===== src/rtl/beef_pkg.sv =====
// Shared state type and constants for the beef program loader.
// Define BEEF_LOADER_CHECKSUM_EN to add the trailing checksum byte stage.
`timescale 1ns/1ps
package beef_pkg;

  localparam int BEEF_AW = 8;
  localparam int BEEF_IW = 9;
  localparam int BEEF_CW = 16;

  // Only bit 0 of a hi byte carries instruction data; bits 7:1 must be zero.
  localparam logic [7:0] HI_VALID_MASK = 8'h01;

  typedef enum logic [2:0] {
    ST_IDLE,
    ST_LOAD_LO,
    ST_LOAD_HI,
`ifdef BEEF_LOADER_CHECKSUM_EN
    ST_CHECK,
`endif
    ST_RUN,
    ST_HALTED,
    ST_ERROR
  } loader_state_e;

  function automatic logic hiByteBad(input logic [7:0] b);
    return |(b & ~HI_VALID_MASK);
  endfunction

endpackage


===== src/rtl/beef_prog_loader_if.sv =====
// Host byte stream, instruction RAM write port and CPU control seen by the loader.
// Checksum option BEEF_LOADER_CHECKSUM_EN does not change this interface.
`timescale 1ns/1ps
interface beef_prog_loader_if
  import beef_pkg::*;
#(
  parameter int AW = BEEF_AW,
  parameter int IW = BEEF_IW
);

  logic [7:0]    rx_data;
  logic          rx_valid;
  logic          rx_ready;
  logic [AW-1:0] imem_addr;
  logic [IW-1:0] imem_wdata;
  logic          imem_we;
  logic          cpu_reset;
  logic          cpu_done;

  modport master (
    input  rx_data, rx_valid, cpu_done,
    output rx_ready, imem_addr, imem_wdata, imem_we, cpu_reset
  );

  modport slave (
    output rx_data, rx_valid, cpu_done,
    input  rx_ready, imem_addr, imem_wdata, imem_we, cpu_reset
  );

endinterface


===== src/rtl/beef_byte_packer.sv =====
// Pairs a lo byte with the following hi byte into one instruction word and
// issues a one-cycle RAM write strobe; unaffected by BEEF_LOADER_CHECKSUM_EN.
`timescale 1ns/1ps
module beef_byte_packer
  import beef_pkg::*;
#(
  parameter int AW = BEEF_AW,
  parameter int IW = BEEF_IW
) (
  input  logic          clk,
  input  logic          reset,
  input  logic [7:0]    i_byte,
  input  logic          i_lo_stb,
  input  logic          i_hi_stb,
  input  logic [AW-1:0] i_addr,
  output logic          o_hi_bad,
  output logic          o_we,
  output logic [AW-1:0] o_addr,
  output logic [IW-1:0] o_wdata
);

  logic [7:0]    r_lo;
  logic          r_we;
  logic [AW-1:0] r_addr;
  logic [IW-1:0] r_wdata;
  logic          w_hi_bad;

  assign w_hi_bad = hiByteBad(i_byte);

  // The write lands one cycle after the hi byte, overlapping the next lo byte.
  always_ff @(posedge clk or posedge reset) begin
    if (reset) begin
      r_lo    <= '0;
      r_we    <= 1'b0;
      r_addr  <= '0;
      r_wdata <= '0;
    end else begin
      r_we <= 1'b0;
      if (i_lo_stb) begin
        r_lo <= i_byte;
      end
      if (i_hi_stb && !w_hi_bad) begin
        r_we    <= 1'b1;
        r_addr  <= i_addr;
        r_wdata <= IW'({i_byte[0], r_lo});
      end
    end
  end

  assign o_hi_bad = w_hi_bad;
  assign o_we     = r_we;
  assign o_addr   = r_addr;
  assign o_wdata  = r_wdata;

endmodule


===== src/rtl/beef_prog_loader.sv =====
// Loads a host byte stream into instruction RAM, then releases the CPU until done.
// Define BEEF_LOADER_CHECKSUM_EN to require an XOR checksum byte before RUN.
`timescale 1ns/1ps
module beef_prog_loader
  import beef_pkg::*;
#(
  parameter int AW = BEEF_AW,
  parameter int IW = BEEF_IW,
  parameter int CW = BEEF_CW
) (
  input  logic              clk,
  input  logic              reset,
  beef_prog_loader_if.master bus,
  output logic              busy,
  output logic              error,
  output logic [CW-1:0]     run_cycles
);

  loader_state_e r_state;
  logic [AW-1:0] r_len;
  logic [AW-1:0] r_index;
  logic          r_rx_ready;
  logic          r_cpu_reset;
  logic          r_busy;
  logic          r_error;
  logic [CW-1:0] r_run_cycles;
`ifdef BEEF_LOADER_CHECKSUM_EN
  logic [7:0]    r_csum;
`endif

  logic          w_accept;
  logic          w_lo_stb;
  logic          w_hi_stb;
  logic          w_hi_bad;
  logic          w_last;
  logic          w_imem_we;
  logic [AW-1:0] w_imem_addr;
  logic [IW-1:0] w_imem_wdata;

  assign w_accept = bus.rx_valid && r_rx_ready;
  assign w_lo_stb = w_accept && (r_state == ST_LOAD_LO);
  assign w_hi_stb = w_accept && (r_state == ST_LOAD_HI);
  assign w_last   = (r_index == r_len - AW'(1));

  beef_byte_packer #(.AW(AW), .IW(IW)) u_packer (
    .clk      (clk),
    .reset    (reset),
    .i_byte   (bus.rx_data),
    .i_lo_stb (w_lo_stb),
    .i_hi_stb (w_hi_stb),
    .i_addr   (r_index),
    .o_hi_bad (w_hi_bad),
    .o_we     (w_imem_we),
    .o_addr   (w_imem_addr),
    .o_wdata  (w_imem_wdata)
  );

  // The first RUN cycle keeps the CPU in reset so the final RAM write lands first.
  always_ff @(posedge clk or posedge reset) begin
    if (reset) begin
      r_state      <= ST_IDLE;
      r_len        <= '0;
      r_index      <= '0;
      r_rx_ready   <= 1'b1;
      r_cpu_reset  <= 1'b1;
      r_busy       <= 1'b0;
      r_error      <= 1'b0;
      r_run_cycles <= '0;
`ifdef BEEF_LOADER_CHECKSUM_EN
      r_csum       <= '0;
`endif
    end else begin
      case (r_state)
        ST_IDLE, ST_HALTED: begin
          if (w_accept) begin
            r_busy <= 1'b1;
            if (bus.rx_data == 8'h00) begin
              r_state    <= ST_ERROR;
              r_rx_ready <= 1'b0;
              r_error    <= 1'b1;
            end else begin
              r_state <= ST_LOAD_LO;
              r_len   <= AW'(bus.rx_data);
              r_index <= '0;
`ifdef BEEF_LOADER_CHECKSUM_EN
              r_csum  <= bus.rx_data;
`endif
            end
          end
        end
        ST_LOAD_LO: begin
          if (w_accept) begin
            r_state <= ST_LOAD_HI;
`ifdef BEEF_LOADER_CHECKSUM_EN
            r_csum  <= r_csum ^ bus.rx_data;
`endif
          end
        end
        ST_LOAD_HI: begin
          if (w_accept) begin
            if (w_hi_bad) begin
              r_state    <= ST_ERROR;
              r_rx_ready <= 1'b0;
              r_error    <= 1'b1;
            end else begin
              r_index <= r_index + AW'(1);
`ifdef BEEF_LOADER_CHECKSUM_EN
              r_csum  <= r_csum ^ bus.rx_data;
`endif
              if (w_last) begin
`ifdef BEEF_LOADER_CHECKSUM_EN
                r_state      <= ST_CHECK;
`else
                r_state      <= ST_RUN;
                r_rx_ready   <= 1'b0;
                r_run_cycles <= '0;
`endif
              end else begin
                r_state <= ST_LOAD_LO;
              end
            end
          end
        end
`ifdef BEEF_LOADER_CHECKSUM_EN
        ST_CHECK: begin
          if (w_accept) begin
            r_rx_ready <= 1'b0;
            if (bus.rx_data == r_csum) begin
              r_state      <= ST_RUN;
              r_run_cycles <= '0;
            end else begin
              r_state <= ST_ERROR;
              r_error <= 1'b1;
            end
          end
        end
`endif
        ST_RUN: begin
          if (r_run_cycles != '1) begin
            r_run_cycles <= r_run_cycles + CW'(1);
          end
          if (bus.cpu_done) begin
            r_state     <= ST_HALTED;
            r_cpu_reset <= 1'b1;
            r_rx_ready  <= 1'b1;
            r_busy      <= 1'b0;
          end else begin
            r_cpu_reset <= 1'b0;
          end
        end
        ST_ERROR: begin
        end
        default: begin
          r_state     <= ST_ERROR;
          r_rx_ready  <= 1'b0;
          r_cpu_reset <= 1'b1;
          r_busy      <= 1'b1;
          r_error     <= 1'b1;
        end
      endcase
    end
  end

  assign bus.rx_ready   = r_rx_ready;
  assign bus.cpu_reset  = r_cpu_reset;
  assign bus.imem_we    = w_imem_we;
  assign bus.imem_addr  = w_imem_addr;
  assign bus.imem_wdata = w_imem_wdata;
  assign busy           = r_busy;
  assign error          = r_error;
  assign run_cycles     = r_run_cycles;

endmodule

===== src/flat_wrapper.sv =====
// flat-port wrapper written by rule: the top's interface ports become plain ports
module beef_prog_loader_flat import beef_pkg::*;
#(
  parameter int AW = BEEF_AW,
  parameter int IW = BEEF_IW,
  parameter int CW = BEEF_CW
)
  (clk, reset, busy, error, run_cycles, bus_rx_data, bus_rx_valid, bus_cpu_done, bus_rx_ready, bus_imem_addr, bus_imem_wdata, bus_imem_we, bus_cpu_reset);
  beef_prog_loader_if #(.AW(AW), .IW(IW)) bus_i ();
  input  logic clk;
  input  logic reset;
  output logic busy;
  output logic error;
  output logic [CW-1:0] run_cycles;
  input wire logic [$bits(bus_i.rx_data)-1:0] bus_rx_data;
  input wire logic [$bits(bus_i.rx_valid)-1:0] bus_rx_valid;
  input wire logic [$bits(bus_i.cpu_done)-1:0] bus_cpu_done;
  output wire logic [$bits(bus_i.rx_ready)-1:0] bus_rx_ready;
  output wire logic [$bits(bus_i.imem_addr)-1:0] bus_imem_addr;
  output wire logic [$bits(bus_i.imem_wdata)-1:0] bus_imem_wdata;
  output wire logic [$bits(bus_i.imem_we)-1:0] bus_imem_we;
  output wire logic [$bits(bus_i.cpu_reset)-1:0] bus_cpu_reset;
  assign bus_i.rx_data = bus_rx_data;
  assign bus_i.rx_valid = bus_rx_valid;
  assign bus_i.cpu_done = bus_cpu_done;
  assign bus_rx_ready = bus_i.rx_ready;
  assign bus_imem_addr = bus_i.imem_addr;
  assign bus_imem_wdata = bus_i.imem_wdata;
  assign bus_imem_we = bus_i.imem_we;
  assign bus_cpu_reset = bus_i.cpu_reset;
  beef_prog_loader #(.AW(AW), .IW(IW), .CW(CW)) u_core (.clk(clk), .reset(reset), .bus(bus_i), .busy(busy), .error(error), .run_cycles(run_cycles));
endmodule

===== config.mk =====
export PLATFORM = sky130hd
export DESIGN_NAME = beef_prog_loader_flat
export DESIGN_NICKNAME = d
export VERILOG_FILES = /design/src/rtl/beef_pkg.sv /design/src/rtl/beef_prog_loader_if.sv /design/src/rtl/beef_byte_packer.sv /design/src/rtl/beef_prog_loader.sv /design/src/flat_wrapper.sv
export SDC_FILE = /design/constraint.sdc
export NUM_CORES = 1
export LEC_CHECK = 0
export CAP_MARGIN = 20
export CORE_ASPECT_RATIO = 0.5
export CORE_MARGIN = 4
export CORE_UTILIZATION = 49
export DETAILED_ROUTE_END_ITERATION = 8
export PLACE_DENSITY_LB_ADDON = 0.12
export SETUP_SLACK_MARGIN = 0.3
export SYNTH_ARGS = -nofsm -noshare
export SYNTH_HDL_FRONTEND = slang
export SYNTH_SLANG_ARGS = --single-unit

===== constraint.sdc =====
create_clock -name clk -period 2.07 [get_ports clk]
set_input_delay 0.3105 -clock clk [delete_from_list [all_inputs] [get_ports clk]]
set_output_delay 0.3105 -clock clk [all_outputs]
set_load 0.02 [all_outputs]

==> flow_metrics.env <==
export IMPL_status="completed"
export IMPL_drc=0
export IMPL_clock_sinks=65
export IMPL_synth_most_common_cell="nand2_1"
export IMPL_r2r_end="u_core.run_cycles[6]"
export IMPL_portBuffers=49
export IMPL_yosys_area_top_type="dfrtp_1"
export IMPL_antenna_cells=0
export IMPL_cp_end_kind="flop"
export IMPL_rows=21
export IMPL_synth_top_area_share_pct=46.2
export IMPL_grt_first_pass_wirelength_mm=13.6
export IMPL_grt_total_usage_pct=20.5
export IMPL_yosys_top_cells_area="dfrtp_1, nand2_1, xor2_1"
export IMPL_layout_drive_gt1_share_pct=24.5
export IMPL_syn_area_per_cell_um2=9.59
export IMPL_fin_nets=454
export IMPL_finalNonFillerCells=536
export IMPL_syn_nets=371
export IMPL_ant_nets=0
export IMPL_period_share_pct=95.0
export IMPL_async_reset_ff_share_pct=100
export IMPL_synth_edff_count=0
export IMPL_max_cap_violations=0
export IMPL_htreeDepth=3
export IMPL_io_pins=50
export IMPL_crit_buf_inv=2
export IMPL_powerDensity_nw_per_um2=616
export IMPL_slew_violations=0
export IMPL_wl_mm=8.33
export IMPL_crit_required_ns=2.27
export IMPL_cp_common_cell="nor2_4"
export IMPL_synth_seq_cells=65
export IMPL_cts_root_buf="clkbuf_16"
export IMPL_min_period_ns=1.97
export IMPL_setup_tns_ns=0
export IMPL_crit_path_cell_trace="buf_6 > or4_4 > nor2_4 > nand4b_1 > and3_4 > nor2_4 > buf_12 > a31oi_2"
export IMPL_r2r_start="u_core.r_len[0]"
export IMPL_dr_first_iter_drc_count=183
export IMPL_drt_first_pass_iters=5
export IMPL_yosysSeqAreaShare_pct=47.7
export IMPL_cts_buffers=9
export IMPL_crit_fanout=13
export IMPL_dp_hpwl_mm=5.65
export IMPL_max_freq_mhz=508
export IMPL_cts_buffer_depth=2
export IMPL_min_path_type="input pin to asynchronous set/reset pin"
export IMPL_coreArea_um2=6730
export IMPL_grt_pass1_vias=2802
export IMPL_grt_max_degree=66
export IMPL_gp_congestion=0.844
export IMPL_p_leak_nw=2.11
export IMPL_cpPeakStageDelay_ns=0.51
export IMPL_synthTopCellsByCount="nand2_1, dfrtp_1, nor2_1"
export IMPL_setup_viol=0
export IMPL_r2r_cells=8
export IMPL_critPathTopFamily="simple AND/OR/NAND/NOR gates"
export IMPL_syn_cell_area_um2=3410
export IMPL_slew_headroom_pct=74.2
export IMPL_antenna_found_initial=0
export IMPL_irDropWorstVdd_mv=0.478
export IMPL_r2r_setup_slack_ns=0.10
export IMPL_final_util_pct=69.3
export IMPL_dieArea_um2=8450
export IMPL_synth_warnings=0
export IMPL_crit_arrival_ns=2.17
export IMPL_startpoint="u_core.r_len[0]"
export IMPL_grt_ovfl_total=0
export IMPL_num_vias=2922
export IMPL_clkLatencyLatePin_ns=0.33
export IMPL_via_per_inst=5.45
export IMPL_cts_tree="built"
export IMPL_synth_main_ff_cell="dfrtp_1"
export IMPL_critPathLaunchType="flop"
export IMPL_hold_viol=0
export IMPL_synth_distinct_cells=58
export IMPL_hold_buffers=0
export IMPL_die_w_um=126
export IMPL_tightest_slew_ns=0.383
export IMPL_clkTransAtPathRegs_ns=0.05
export IMPL_placed_cells=516
export IMPL_syn_to_final_growth_pct=36.7
export IMPL_critical_path_slowest_cell="or4_4"
export IMPL_dieHeight_um=67.0
export IMPL_wl_per_cell_um=15.5
export IMPL_initial_utilization_pct=50.7
export IMPL_grt_setup_unrepaired="yes"
export IMPL_critPathKind="flop to flop"
export IMPL_fin_skew_ns=0.00428
export IMPL_synth_cells=356
==> sequential cells by signal, indices dropped and copies added (netlist names) <==
name	count
u_core.busy	1
u_core.run_cycles	16
u_core.r_state	3
u_core.u_packer.o_wdata	9
u_core.error	1
u_core.bus.rx_ready	1
u_core.r_len	8
u_core.u_packer.o_we	1
u_core.u_packer.r_lo	8
u_core.u_packer.o_addr	8
u_core.bus.cpu_reset	1
u_core.r_index	8
==> what timing repair did <==
item / 4_1_cts / 5_1_grt
endpoints found under the setup margin: 49 / 43
cloned: 0 / 0
buffers inserted: 2 / 2
resized for setup: 17 / 18
pin swaps: 4 / 6
==> metrics by stage <==
step / hold WS [ns] / setup slack, ns / power [W] / area, um2
after floorplan: 0.416 / 0.202 / 0.00133 / 3440
after global routing: 0.450 / 0.0309 / 0.00295 / 4660
after detailed placement: 0.452 / -0.201 / 0.00139 / 4250
after CTS: 0.428 / 0.101 / 0.00289 / 4580
after global placement: 0.445 / -0.170 / 0.00139 / 4250
final: 0.414 / 0.103 / 0.00287 / 4660
==> area by class of cell <==
class	count	area [um2]
inverters	13	52.6
multi-input cells	265	1750
repair buffers	85	821
clock inverters	3	40.0
clock buffers	13	250
fillers	547	2060
well taps	92	115
flip-flops and latches	65	1640
==> worst reg2reg max path: stages, from the launching register on <==
cell,delay [ns]
dfrtp_1,0.40
buf_6,0.13
or4_4,0.51
nor2_4,0.10
nand4b_1,0.10
and3_4,0.20
nor2_4,0.14
buf_12,0.17
a31oi_2,0.09
==> cells in the final DEF, fill, tap and decap left out, types with 4 or more instances in the layout <==
cell type / synthesis / routed
nand2_1: 84 / 84
dfrtp_1: 63 / 57
clkdlybuf4s50_1: 0 / 38
buf_4: 2 / 30
nor2_1: 22 / 21
a21oi_1: 17 / 14
xor2_1: 12 / 12
xnor2_1: 11 / 10
nand3_1: 10 / 10
a31oi_1: 11 / 9
nand4_1: 9 / 9
inv_1: 12 / 9
mux2_2: 9 / 9
clkbuf_16: 0 / 9
dlygate4sd2_1: 0 / 9
a31oi_2: 5 / 6
o21ai_0: 9 / 6
dfrtp_2: 0 / 6
and3_1: 6 / 5
nor3_2: 1 / 5
buf_12: 0 / 5
o21ai_1: 2 / 4
a21oi_2: 1 / 4
==> report_power, final <==
| part | leakage, nW | total (W) | switching, W | internal [W] |
|---|---|---|---|---|
| clock network | 0.144 | 0.00150 | 0.000539 | 0.000961 |
| registers | 0.795 | 0.00128 | 0.00000279 | 0.00127 |
| logic | 1.17 | 0.0000950 | 0.0000552 | 0.0000398 |
| total | 2.11 | 0.00287 | 0.000597 | 0.00227 |
==> layer usage <==
| layer | vias to the layer above | track usage [%] | part of all wire [%] |
|---|---|---|---|
| met5 | - | 0 | 0 |
| met4 | 0 | 6.95 | 1.9 |
| met3 | 16 | 7.21 | 4.9 |
| met2 | 74 | 31.2 | 46 |
| met1 | 1425 | 27.5 | 48 |
| li1 | 1407 | - | - |
==> cells by family (layout without fill, tap and decap cells) <==
family	after synthesis	in the layout	synth area share [%]
DFF	65	65	47.7
muxes	11	11	3.56
and+or+nand+nor	168	168	24.7
buffers and inverters	26	114	4.51
xor gates and xnor gates	23	23	5.90
adders and majority gates	3	3	1.10
AOI/OAI and AO/OA	60	60	12.5
==> worst max-delay path by stage <==
stage                            to  slack [ns]  cells after the start
5_1_grt        u_core.run_cycles[0]        0.03                      9
6_report       u_core.run_cycles[6]        0.10                      8
3_5_place_dp   u_core.run_cycles[0]       -0.20                      5
4_1_cts        u_core.run_cycles[8]        0.10                      8
2_1_floorplan  u_core.run_cycles[6]        0.20                      7
3_3_place_gp   u_core.run_cycles[0]       -0.17                      5
No activity file was read; power rests on OpenSTA's default activity.
